<file path="src/rtl/rshift_pkg.sv">
// Shared types and defaults for the right_shift_sequencer slice.
package rshift_pkg;

    typedef enum logic {S_IDLE, S_EMIT} rshift_state_t;

    localparam int RSHIFT_N_DEFAULT = 3;

endpackage

</file>
<file path="src/rtl/param_right_shifter.sv">
// Combinational logical right shifter: result = num >> shift, vacated MSBs zero.
module param_right_shifter #(
    parameter int N = 3
) (
    input  logic [2**N-1:0] num,
    input  logic [N-1:0]    shift,
    output logic [2**N-1:0] result
);

    assign result = num >> shift;

endmodule

</file>
<file path="src/rtl/right_shift_sequencer.sv">
// Handshaked, registered front-end for param_right_shifter with single-beat and sweep modes.
// Define RSHIFT_STICKY_EN to add out_sticky (OR of the bits shifted out of each beat).
module right_shift_sequencer
    import rshift_pkg::*;
#(
    parameter int N = RSHIFT_N_DEFAULT
) (
    input  logic            clk,
    input  logic            reset,
    input  logic            in_valid,
    output logic            in_ready,
    input  logic [2**N-1:0] in_num,
    input  logic [N-1:0]    in_shift,
    input  logic            in_sweep,
    output logic            out_valid,
    input  logic            out_ready,
    output logic [2**N-1:0] out_result,
    output logic [N-1:0]    out_shift,
`ifdef RSHIFT_STICKY_EN
    output logic            out_sticky,
`endif
    output logic            out_last
);

    localparam int W = 2**N;

    rshift_state_t  state_q, state_d;
    logic [W-1:0]   num_q, num_d;
    logic [N-1:0]   shift_q, shift_d;
    logic           sweep_q, sweep_d;
    logic [W-1:0]   result_q, result_d;
    logic           accept, take;

    assign out_valid  = (state_q == S_EMIT);
    assign out_last   = out_valid && (!sweep_q || (shift_q == '1));
    assign out_result = result_q;
    assign out_shift  = shift_q;
    assign in_ready   = !out_valid || (out_ready && out_last);
    assign accept     = in_valid && in_ready;
    assign take       = out_valid && out_ready;

    always_comb begin
        state_d = state_q;
        num_d   = num_q;
        shift_d = shift_q;
        sweep_d = sweep_q;
        if (accept) begin
            state_d = S_EMIT;
            num_d   = in_num;
            shift_d = in_shift;
            sweep_d = in_sweep;
        end else if (take && !out_last) begin
            shift_d = shift_q + N'(1);
        end else if (take) begin
            state_d = S_IDLE;
        end
    end

    // Shifter sees the next-cycle operands so each result lands in the same edge as its shift.
    param_right_shifter #(.N(N)) u_shifter (
        .num    (num_d),
        .shift  (shift_d),
        .result (result_d)
    );

    always_ff @(posedge clk) begin
        if (reset) begin
            state_q  <= S_IDLE;
            num_q    <= '0;
            shift_q  <= '0;
            sweep_q  <= 1'b0;
            result_q <= '0;
        end else begin
            state_q  <= state_d;
            num_q    <= num_d;
            shift_q  <= shift_d;
            sweep_q  <= sweep_d;
            result_q <= result_d;
        end
    end

`ifdef RSHIFT_STICKY_EN
    logic         sticky_q, sticky_d;
    logic [W-1:0] sticky_mask;

    assign sticky_mask = (W'(1) << shift_d) - W'(1);
    assign sticky_d    = |(num_d & sticky_mask);
    assign out_sticky  = sticky_q;

    always_ff @(posedge clk) begin
        if (reset) begin
            sticky_q <= 1'b0;
        end else begin
            sticky_q <= sticky_d;
        end
    end
`endif

endmodule
</file>
<file path="config.mk">
export PLATFORM = sky130hd
export DESIGN_NAME = right_shift_sequencer
export DESIGN_NICKNAME = d
export VERILOG_FILES = /design/src/rtl/rshift_pkg.sv /design/src/rtl/param_right_shifter.sv /design/src/rtl/right_shift_sequencer.sv
export SDC_FILE = /design/constraint.sdc
export NUM_CORES = 1
export LEC_CHECK = 0
export ABC_CLOCK_PERIOD_IN_PS = 6360
export BUFFER_PORTS_ARGS = -buffer_cell sky130_fd_sc_hd__buf_4
export CAP_MARGIN = 20
export CORE_UTILIZATION = 45
export DETAILED_ROUTE_END_ITERATION = 12
export GPL_ROUTABILITY_DRIVEN = 0
export PLACE_DENSITY_LB_ADDON = 0.2
export SYNTH_ARGS = -nofsm -noshare
export SYNTH_HDL_FRONTEND = slang
export SYNTH_SLANG_ARGS = --single-unit
</file>
<file path="constraint.sdc">
create_clock -name clk -period 6.36 [get_ports clk]
set_clock_uncertainty 0.05 [all_clocks]
set_input_delay 0.636 -clock clk [delete_from_list [all_inputs] [get_ports clk]]
set_output_delay 0.636 -clock clk [all_outputs]
set_load 0.02 [all_outputs]
</file>
After elaboration in Yosys (flattened, before gate mapping):

Index checks and enable logic that the tools add are counted.

* input bits: 16
* logic and storage cells: 27
* register bits: 21
* output and inout port bits: 14

* multiplexer cells: 6
* reductions and logical operators: 12
* shift-type cells: 1
* eq/ne operators: 2
* add/subtract/negate cells: 1

Operators by type and width (number)
* $mux W8: 1
* $shr A8 B3 Y8: 1
* $mux W3: 2
* $logic_and A1 B1 Y1: 5
* $add A3 B1 Y3 const B: 1
* $eq A3 B3 Y1 const B: 1
* $logic_not A1 Y1: 3
* $mux W1: 3
* $logic_or A1 B1 Y1: 2
* $ne A2 B2 Y1 const B: 1
* $reduce_and A2 Y1: 1
* $reduce_bool A2 Y1: 1

Logic depth before layout (Yosys ltp):

* depth after elaboration: 8
* gate-level depth with buffers: 10
* mapped depth without buffers: 9

Hierarchy:

Synthesis repeated with hierarchy kept, for this count alone.

* cell total of the unflattened synthesis: 98
* area, all modules: 1187.4 µm²

By module, submodules not included
* right_shift_sequencer: sequential area each 420.4 µm², area an instance 913.4 µm², cells an instance 70, instances 1
* param_right_shifter: sequential area each 0.0 µm², area an instance 274.0 µm², cells an instance 28, instances 1

Worst setup path before layout:

No wires, ideal clock.

* path type: reg-to-reg
* start: reg shift_q[0], in the netlist out_shift[0]
* end: reg result_q[2], in the netlist out_result[2]
* arrival: 2254 ps
* data required time: 6237 ps
* path buffers: 0
* stages on the path, launching flop included: 9
* slack: 3983 ps
* clock period less this slack: 2377 ps
* setup time: 73 ps
* path through: dfxtp_1 > ha_1 > ha_1 > and4b_1 > o21ai_1 > o21a_2 > mux2_1 > a2111o_1 > o211ai_2

* longest elaborated chain between the ends: 8
* elaborated cells on any way between the ends: 13
* classes of those cells: add/sub (1); eq/ne (1); shift (1); mux (3); reduce/logical (7)

Ends and longest elaborated chain
* start: declaration: line right_shift_sequencer.sv:29 `logic [N-1:0] shift_q, shift_d;`
* start signal: assignment: line right_shift_sequencer.sv:76 `shift_q <= shift_d;`
* $eq A3 B3 Y1: line right_shift_sequencer.sv:35 `assign out_last = out_valid && (!sweep_q || (shift_q == '1));`
* $logic_or A1 B1 Y1: line right_shift_sequencer.sv:35
* $logic_and A1 B1 Y1: line right_shift_sequencer.sv:35
* $logic_not A1 Y1 or $logic_and A1 B1 Y1 (tied branches): line right_shift_sequencer.sv:52, right_shift_sequencer.sv:38
* $logic_and A1 B1 Y1 or $logic_or A1 B1 Y1 (tied branches): line right_shift_sequencer.sv:52, right_shift_sequencer.sv:38
* $mux W3 or $logic_and A1 B1 Y1 (tied branches): line right_shift_sequencer.sv:52, right_shift_sequencer.sv:39
* $mux W3 or $mux W8 (tied branches): line right_shift_sequencer.sv:47 `if (accept) begin`
* $shr A8 B3 Y8 *: line param_right_shifter.sv:10 `assign result = num >> shift;`
* end signal: assignment: line right_shift_sequencer.sv:78 `result_q <= result_d;`
* end: declaration: line right_shift_sequencer.sv:31 `logic [W-1:0] result_q, result_d;`

Mark *: on every way between the ends. The rest lies on a longest branch, timed or not.
A chain may end at the register's enable or synchronous reset.

Worst setup path after layout:

* start: reg shift_q[0], in the netlist out_shift[0]
* end: reg result_q[3], in the netlist out_result[3]

The elaborated chain is that of the path after synthesis.

==> metrics.csv <==
stage;metric;value;unit
grt;number of antenna violations at the first check in global routing;0;
finish;core utilization of the finished layout;57.7;%
setup_path;logic depth of the worst register-to-register path;8;
die;effective utilization at floorplan;47.6;%
grt;vias in the first global route;961;
route;Wirelength per Cell;13.4;um
grt;first-pass GRT wire length;4190;um
finish;final net count;181;
route;routed wire length;2580;um
placement;post-placement setup slack;3.44;ns
die;Die Span Y;53.2;um
route;DRT antenna net count;0;
finish;sequential cell area in the final layout;420;sq um
setup_path;source of the critical timing path;out_shift[0];
timing;headroom to the max-slew limit;40.1;%
clock_network;clock insertion delay at the later pin of the skew report;0.31;ns
timing;worst setup slack after layout;3.40;ns
timing;clock period minus worst slack;2.96;ns
route;DR pass1 iterations;4;
die;Chip Width;53.2;um
route;number of remaining DRC errors;0;
yosys;Seq cells post-synth;21;
timing;max-slew violation count;0;
clock_network;clock transition at the registers of the reported paths;0.12;ns
yosys;Mapped Cells;135;
yosys;number of enable-type register cells in the synthesized netlist;0;
setup_path;Crit Reg-Reg Startpoint;out_shift[0];
finish;Finished Cell Area;1430;sq um
setup_path;required time at the endpoint of the critical path;6.56;ns
worst_hold_path;hold path start;num_q[0];
finish;relative area change from synthesis to final layout;21.3;%
setup_path;CP Capture Type;register;
timing;slew at the pin closest to its max-slew limit;0.898;ns
yosys;Most used DFF post-synth;sky130_fd_sc_hd__dfxtp_1;
clock_network;number of sinks driven by the clock tree;21;
route;via count normalized by instance count;5.67;
timing;final count of hold timing violations;0;
clock_network;buffer levels on the longest clock path;2;
yosys;count of distinct cell types in the synthesized netlist;41;
yosys;proportion of synthesized chip area in sequential cells;35.7;%
route;violation count after the first detailed-routing iteration;21;
die;number of placement rows;18;
power_and_ir_drop;Power per Cell Area;223;nW/um^2
clock_network;clock tree from TritonCTS;built;
clock_network;number of instances resized during post-cts repair;0;
setup_path;reg-to-reg setup timing slack;3.40;ns
setup_path;kind of critical path;reg2reg;
setup_path;arrival time of data at the critical path endpoint;3.16;ns
timing;sum of negative setup slack;0;ns
timing;Final setup violation count;0;
power_and_ir_drop;worst IR drop on VDD;166;uV
die;Top-Level Pins;30;
finish;# fillers;235;
yosys;library cell with the highest instance count after synthesis;sky130_fd_sc_hd__nand2_1;
yosys;mean instance size in the synthesized netlist;8.73;sq um
yosys;biggest area contributors in the synthesized netlist;sky130_fd_sc_hd__dfxtp_1, sky130_fd_sc_hd__mux2i_1, sky130_fd_sc_hd__nand2_1, sky130_fd_sc_hd__nor2_1, sky130_fd_sc_hd__a21oi_1;
placement;instance area at placement;1400;sq um
setup_path;critical path peak fanout;20;
yosys;top cell type by total area after synthesis;sky130_fd_sc_hd__dfxtp_1;
yosys;Cell Area, Synth;1180;sq um
clock_network;quantity of hold-fixing buffers added after cts;0;
status;status;complete, no violations;
placement;placed wire-length estimate;1960;um
yosys;area share of the leading cell type in the synthesized netlist;35.7;%
yosys;number of nets in the synthesized netlist;153;
yosys;asr flop ratio synth;0;%
setup_path;Critical Path Source Type;register;
finish;area occupied by multi-input gates;719;sq um
route;via count;1088;
finish;number of cells in the finished layout apart from fillers;192;
clock_network;depth of the CTS H-tree;1;
clock_network;Setup Fix Bufs, Post-CTS;0;
power_and_ir_drop;P_leak;0.641;nW
clock_network;root buffer selected by CTS;sky130_fd_sc_hd__clkbuf_4;
placement;count of buffers from port buffering;29;
timing;post-route worst hold slack;0.436;ns
flow_run;number of max-capacitance violations reported;0;
grt;overall routing resource usage;20.7;%
yosys;commonest cells in the netlist;sky130_fd_sc_hd__nand2_1, sky130_fd_sc_hd__dfxtp_1, sky130_fd_sc_hd__nor2_1;
finish;Inserted Diodes;0;
grt;pin count of the biggest net entering global routing;21;
timing;setup repair after global routing missed its margin;no;
setup_path;endpoint of the worst register-to-register path;out_result[3];
worst_hold_path;hold crit path type;reg2reg;
setup_path;timing endpoint of the critical path;out_result[3];
clock_network;clock buffers created by TritonCTS;3;
grt;GRT overflow;0;
die;area of the core;2480;sq um
power_and_ir_drop;total design power;0.319;mW
die;Die ar.;2830;sq um
timing;Final period util;46.6;%
timing;Max Freq;338;MHz
finish;share of cells above drive strength 1;28.4;%
yosys;count of synthesis-stage warnings from yosys;0;
placement;instance count after placement with tap cells included;188;
[worst max-delay path, stage by stage, from the launching register on]
cell and delay [ns]:
sky130_fd_sc_hd__dfxtp_1 0.41, sky130_fd_sc_hd__ha_1 0.24, sky130_fd_sc_hd__ha_1 0.22, sky130_fd_sc_hd__nand2b_1 0.21
sky130_fd_sc_hd__a21oi_2 0.74, sky130_fd_sc_hd__o221ai_2 0.32, sky130_fd_sc_hd__mux2_2 0.34, sky130_fd_sc_hd__mux2_2 0.27
sky130_fd_sc_hd__o22ai_2 0.10
[metal layers]
layer  wire, um  global-route usage [%]  up-vias
met1       1210                    26.2      513
met4         57                    11.0        0
met3        103                    3.16        7
met2       1210                    33.5       25
li1           -                       -      543
met5          0                       0        -
[cell type report]
type                       count  share of cell area (%)
clock buffer                   3                    1.57
clock inverter                 1                   0.350
inverter                       2                   0.525
multi-input combinational    106                    50.3
sequential                    21                    29.4
tap                           30                    2.62
timing repair buffer          29                    15.2
[state kept, by name, indices dropped and copies added (netlist names)]
name,cells
out_shift,3
sweep_q,1
out_valid,1
out_result,8
num_q,8
[kinds of logic (layout without fill, tap and decap cells)]
kind of cell / Yosys count / count (layout) / synth area share [%]
AND/OR/NAND/NOR: 51 / 51 / 20.0
multiplexers: 18 / 18 / 16.1
flip-flops: 21 / 21 / 35.7
AO/OA/AOI/OAI: 35 / 35 / 22.8
adder cells (fa/ha/maj): 2 / 2 / 2.12
buffers and inverters: 8 / 35 / 3.29
[how the worst min path moves through the flow]
| stage | end | cells past startpoint |
|---|---|---|
| global route | num_q[0] | 2 |
| detailed placement | num_q[1] | 2 |
| CTS | num_q[1] | 2 |
| floorplan | num_q[0] | 2 |
| finish | num_q[0] | 2 |
| global placement | num_q[0] | 2 |
[cell usage in the layout (no fill, tap or decap), types with 3 or more instances in the layout]
cell and count:
sky130_fd_sc_hd__buf_4 29, sky130_fd_sc_hd__nand2_1 22, sky130_fd_sc_hd__dfxtp_1 21, sky130_fd_sc_hd__nor2_1 14, sky130_fd_sc_hd__mux2i_1 12, sky130_fd_sc_hd__a21oi_1 10, sky130_fd_sc_hd__mux2_2 4, sky130_fd_sc_hd__o221ai_1 4
sky130_fd_sc_hd__nor2b_1 3, sky130_fd_sc_hd__o22ai_1 3, sky130_fd_sc_hd__clkbuf_4 3
[where the power goes]
part / switching, mW / internal, mW / total, mW
sequential: 0.00817 / 0.143 / 0.151
combinational: 0.0555 / 0.0462 / 0.102
clock: 0.0424 / 0.0235 / 0.0660
No activity file was read; power rests on OpenSTA's default activity.
